`src/rtl/ula_ctrl_pkg.sv`:
```
// Shared types and constants for the ula controller.
// Latency: n/a (declarations only).
// Backpressure: n/a.
package ula_ctrl_pkg;

   typedef enum logic [1:0] {
      IDLE = 2'd0,
      WAIT = 2'd1,
      RESP = 2'd2
   } state_t;

   localparam logic [2:0] OP_ADD = 3'b000;
   localparam logic [2:0] OP_SUB = 3'b001;

   // Clock edges from an operand/opcode change until the ALU result reflects it.
   localparam int ULA_LAT_DEFAULT = 2;

   // Only add and sub are routed to the ALU; everything else is answered with an error.
   function automatic logic op_supported(input logic [2:0] op);
      return (op == OP_ADD) || (op == OP_SUB);
   endfunction

endpackage

```
`src/rtl/ula_rr_arbiter.sv`:
```
// Two-way arbiter with a last-grant pointer that moves only on accept.
// Latency: grant is combinational from the request inputs.
// Backpressure: grants are advisory; the pointer holds until accept is high.
// Build option ULA_CTRL_FIXED_PRIO_EN: requester 0 always wins, no pointer.
module ula_rr_arbiter
(
   input  logic clk,
   input  logic rst,
   input  logic req0,
   input  logic req1,
   input  logic accept,
   output logic gnt0,
   output logic gnt1
);

`ifdef ULA_CTRL_FIXED_PRIO_EN

   // Fixed priority: requester 0 wins every contest.
   always_comb begin
      gnt0 = req0;
      gnt1 = req1 && !req0;
   end

`else

   // last_id = requester granted on the most recent accept; reset to 1 so 0 wins first.
   logic last_id;

   // On contention grant the requester that did not win last time.
   always_comb begin
      gnt0 = req0 && (!req1 || last_id);
      gnt1 = req1 && (!req0 || !last_id);
   end

   // Pointer advances only when a grant is actually taken.
   always_ff @(posedge clk or posedge rst) begin
      if (rst) begin
         last_id <= 1'b1;
      end else if (accept) begin
         last_id <= gnt1;
      end
   end

`endif

endmodule

```
`src/rtl/ula_ctrl.sv`:
```
// Shares the registered 8-bit ula ALU between two requesters; one op in flight.
// Latency: add/sub response valid ULA_LAT+1 edges after accept; bad opcode on the accept edge.
// Backpressure: response held until rsp_ready; no requester is ready outside IDLE.
// Build option ULA_CTRL_FIXED_PRIO_EN (in ula_rr_arbiter) selects fixed priority.
module ula_ctrl
   import ula_ctrl_pkg::*;
#(
   parameter int ULA_LAT = ULA_LAT_DEFAULT
)
(
   input  logic       clk,
   input  logic       rst,
   input  logic       req0_valid,
   output logic       req0_ready,
   input  logic [7:0] req0_a,
   input  logic [7:0] req0_b,
   input  logic [2:0] req0_op,
   input  logic       req1_valid,
   output logic       req1_ready,
   input  logic [7:0] req1_a,
   input  logic [7:0] req1_b,
   input  logic [2:0] req1_op,
   output logic       rsp_valid,
   input  logic       rsp_ready,
   output logic       rsp_id,
   output logic [7:0] rsp_s,
   output logic       rsp_err,
   output logic [7:0] ula_a,
   output logic [7:0] ula_b,
   output logic [2:0] ula_op,
   input  logic [7:0] ula_s
);

   localparam int CNT_W = $clog2(ULA_LAT + 2);

   state_t           state;
   state_t           state_nxt;
   logic [CNT_W-1:0] cnt;
   logic             gnt0;
   logic             gnt1;
   logic             accept;
   logic [7:0]       sel_a;
   logic [7:0]       sel_b;
   logic [2:0]       sel_op;

   ula_rr_arbiter u_arb (
      .clk    (clk),
      .rst    (rst),
      .req0   (req0_valid),
      .req1   (req1_valid),
      .accept (accept),
      .gnt0   (gnt0),
      .gnt1   (gnt1)
   );

   // Ready only for the granted requester while idle; forced low during reset.
   always_comb begin
      req0_ready = (state == IDLE) && !rst && gnt0;
      req1_ready = (state == IDLE) && !rst && gnt1;
      accept     = req0_ready || req1_ready;
      sel_a      = gnt1 ? req1_a  : req0_a;
      sel_b      = gnt1 ? req1_b  : req0_b;
      sel_op     = gnt1 ? req1_op : req0_op;
   end

   // State register.
   always_ff @(posedge clk or posedge rst) begin
      if (rst) begin
         state <= IDLE;
      end else begin
         state <= state_nxt;
      end
   end

   // Next state: unsupported ops skip the ALU and go straight to the response.
   always_comb begin
      state_nxt = state;
      case (state)
         IDLE: begin
            if (accept) begin
               state_nxt = op_supported(sel_op) ? WAIT : RESP;
            end
         end
         WAIT: begin
            if (cnt == '0) begin
               state_nxt = RESP;
            end
         end
         RESP: begin
            if (rsp_valid && rsp_ready) begin
               state_nxt = IDLE;
            end
         end
         default: state_nxt = IDLE;
      endcase
   end

   // ALU operand registers, latency counter and response buffer.
   always_ff @(posedge clk or posedge rst) begin
      if (rst) begin
         ula_a     <= '0;
         ula_b     <= '0;
         ula_op    <= '0;
         cnt       <= '0;
         rsp_valid <= 1'b0;
         rsp_id    <= 1'b0;
         rsp_s     <= '0;
         rsp_err   <= 1'b0;
      end else begin
         case (state)
            IDLE: begin
               if (accept) begin
                  rsp_id <= gnt1;
                  if (op_supported(sel_op)) begin
                     ula_a  <= sel_a;
                     ula_b  <= sel_b;
                     ula_op <= sel_op;
                     cnt    <= CNT_W'(ULA_LAT);
                  end else begin
                     rsp_s     <= '0;
                     rsp_err   <= 1'b1;
                     rsp_valid <= 1'b1;
                  end
               end
            end
            WAIT: begin
               if (cnt == '0) begin
                  rsp_s     <= ula_s;
                  rsp_err   <= 1'b0;
                  rsp_valid <= 1'b1;
               end else begin
                  cnt <= cnt - CNT_W'(1);
               end
            end
            RESP: begin
               if (rsp_valid && rsp_ready) begin
                  rsp_valid <= 1'b0;
               end
            end
            default: ;
         endcase
      end
   end

endmodule

```
`config.mk`:
```
export PLATFORM = sky130hd
export DESIGN_NAME = ula_ctrl
export DESIGN_NICKNAME = d
export VERILOG_FILES = /design/src/rtl/ula_ctrl_pkg.sv /design/src/rtl/ula_rr_arbiter.sv /design/src/rtl/ula_ctrl.sv
export SDC_FILE = /design/constraint.sdc
export NUM_CORES = 1
export LEC_CHECK = 0
export CORE_ASPECT_RATIO = 2
export CORE_UTILIZATION = 25
export DETAILED_ROUTE_END_ITERATION = 16
export PLACE_DENSITY = 0.65
export SLEW_MARGIN = 20
export SYNTH_ARGS = -nofsm -noshare
export SYNTH_HDL_FRONTEND = slang
export SYNTH_SLANG_ARGS = --single-unit
```
`constraint.sdc`:
```
create_clock -name clk -period 2.05 [get_ports clk]
set_input_delay 0.41 -clock clk [delete_from_list [all_inputs] [get_ports clk]]
set_output_delay 0.41 -clock clk [all_outputs]
set_load 0.02 [all_outputs]
```
==> impl_metrics.ini <==
[sta]
fin_crit_ns = 1.989
clock_skew_ns = 0.003813
relSlewSlack = 0.6986
worst_slew_pin_slew_ns = 0.4522
rsz0062_at_grt = no
slew_viol_final = 0
worst_hold_slack_ns = 0.4895
timing.final.hold_violations = 0
fmax_ghz = 0.5028
setup_viol_count_final = 0
post-route-period-util = 0.9701

[die]
die_y_um = 117.7
io_pins = 83
placementRows = 41
die_w_um = 59.84
die_area_mm2 = 0.007042
initial_core_util = 0.2630
coreArea_mm2 = 0.006361

[clock_tree]
cts_tree = done
holdBufCountCts = 0
clk_pin_slew_worst_paths_ns = 0.06
ctsLongestPathBuffers = 2
htreeDepth = 2
tritoncts.num_buffers = 5
post_cts_buffers = 0
cts.sinks = 35
clk_latency_ns = 0.28
root_buffer = clkbuf_16

[drt]
antenna_left = 0
num_vias = 1341
vias_per_cell = 4.354
drtIter0Drc = 47
routedWlPerCell_um = 13.47
wirelength_um = 4148
drc = 0
first_pass_iters = 3

[critical_path]
crit_family = buffers and inverters
cp-start-kind = input pin
crit_path_end_kind = primary output
cp.required_ns = 1.64
critical_path_buf_inv_count = 3
crit_type = input pin to primary output
critPathSlowestCell = clkdlybuf4s50_1
max_stage_delay_ns = 0.43
crit_fanout = 3
crit_path_cell_trace = clkdlybuf4s50_1 -> nor3_1 -> buf_4 -> and2_1 -> clkdlybuf4s15_2
crit_arrival_ns = 1.58

[synth]
ys_ff_latch = 35
synthFlopType = dfrtp_1
syn_area_mm2 = 0.001673
synth_nets = 175
syn_inst = 123
synth_warnings = 0
synth_cell_type_count = 30
syn_avg_cell_area_um2 = 13.60
synth-edff-count = 0
seq_area_frac_synth = 0.5243
synth_async_sr_flop_share = 1.000

[global_route]
busiest_layer = met2
grt_pass1_wl_um = 6755
grt_remaining_overflow = 0
first_global_vias = 1484
met3_usage = 0.02088
antenna_found_initial = 0
use_met1 = 0.1200
grt_util_met2 = 0.2493
track_usage = 0.1277
grt_max_degree = 36

[power]
power_uw = 3557
ir_worst_vdd_uv = 577.0
switching_share = 0.3164
p_switching_uw = 1125
power_frac_comb = 0.441
internal_power_uw = 2431
power_frac_clock = 0.242
seq_power_share = 0.317
powerDensity_mw_per_mm2 = 1249
p_leak_uw = 0.001230

[layout]
final_common_cell = clkdlybuf4s50_1
fillers = 638
layout.nets = 273
seq_area_um2 = 877.1
layout-drive-gt1-share = 0.2703
multiInputGateArea_um2 = 728.2
final_cell_mix = 80 x clkdlybuf4s50_1, 34 x dfrtp_1, 21 x mux2_2
area_growth_pct = 70.23
antennaDiodeCount = 0

[flow_run]
max_cap_viol_count = 0

[placed_design]
dp_hpwl_um = 3210
numPortBuffers = 82
gp_congestion = 0.7065

[worst_hold_path]
hold_path_class = register to register

[status]
status = completed
==> cell usage after synthesis (all sizes together) (2+ instances only) <==
library cell  instances  area, µm²
nor2b                 3      18.77
inv                   5      18.77
a21o                  2      15.01
nand2                 8      30.03
buf                   5      48.79
nor2                  4      15.01
mux2                 34      420.4
dfrtp                34      850.8
o21ai                 2      10.01
a22o                  8      70.07
nand2b                2      12.51
==> final cells by class <==
cell class / count / share of cell area
timing repair buffer: 96 / 0.3326
sequential: 35 / 0.3080
multi-input combinational: 78 / 0.2557
clock buffer: 5 / 0.04394
tap: 86 / 0.03779
clock inverter: 3 / 0.01538
inverter: 5 / 0.006591
==> per-layer routing <==
| layer | part of all wire | up-vias |
|---|---|---|
| met5 | 0 | - |
| met4 | 0.018 | 0 |
| met3 | 0.027 | 7 |
| met2 | 0.62 | 41 |
| met1 | 0.34 | 659 |
| li1 | - | 634 |
==> power groups by stage <==
stage          Sequential, µW  Clock [µW]  Combinational (µW)
2_1_floorplan            1420           0                 554
3_3_place_gp             1130           0                1570
3_5_place_dp             1140           0                1590
4_1_cts                  1130         895                1600
5_1_grt                  1170         921                1670
6_report                 1130         862                1570
==> logic make-up after synthesis <==
kind of cell,after synthesis,synth area share
buffers and inverters,10,0.04039
DFF,35,0.5243
and+or+nand+nor,24,0.07330
AOI/OAI and AO/OA,18,0.09499
adders and majority gates,1,0.007478
muxes,35,0.2595
==> repair_timing <==
item                                   4_1_cts  5_1_grt
setup endpoints to repair                    2        1
endpoints found under the hold margin        0        0
gates resized for setup                      6        1
==> sequential cells by signal, summed over array words and instances (netlist names) <==
| name | count |
|---|---|
| ula_op | 3 |
| rsp_valid | 1 |
| u_arb.last_id | 1 |
| rsp_err | 1 |
| cnt | 2 |
| ula_a | 8 |
| state | 2 |
| rsp_id | 1 |
| ula_b | 8 |
| rsp_s | 8 |
==> final timing paths <==
kind / start / endpoint / slack, ns / cells after the start
setup / recovery: rst / req1_ready / 0.06 / 5
hold / removal: rsp_id / rsp_id / 0.49 / 1
setup reg to reg: u_arb.last_id / ula_a[2] / 0.29 / 6
hold reg to reg: rsp_id / rsp_id / 0.49 / 1
max in group asynchronous: rst / u_arb.last_id / 1.00 / 4
min in group asynchronous: rst / state[1] / 0.71 / 4
==> metrics by stage <==
step | std cells | util | setup WS, ns | area [µm²] | setup TNS (ns)
after global routing | 308 | 0.4477 | 0.003603 | 2848 | 0
after global placement | 300 | 0.4217 | -0.3078 | 2683 | -2.744
after detailed placement | 300 | 0.4217 | -0.2896 | 2683 | -3.196
after CTS | 308 | 0.4487 | 0.03571 | 2854 | 0
after floorplan | 123 | - | 0.4726 | 1673 | 0
final | 308 | 0.4477 | 0.06130 | 2848 | 0
==> worst reg2reg max path, delay by kind of cell (launching register included) <==
family | cells | cell delay (ns)
flops | 1 | 0.55
buf+inv | 2 | 0.26
compound gates | 1 | 0.08
mux | 1 | 0.34
simple gates | 2 | 0.41
(Power assumes the default switching activity.)
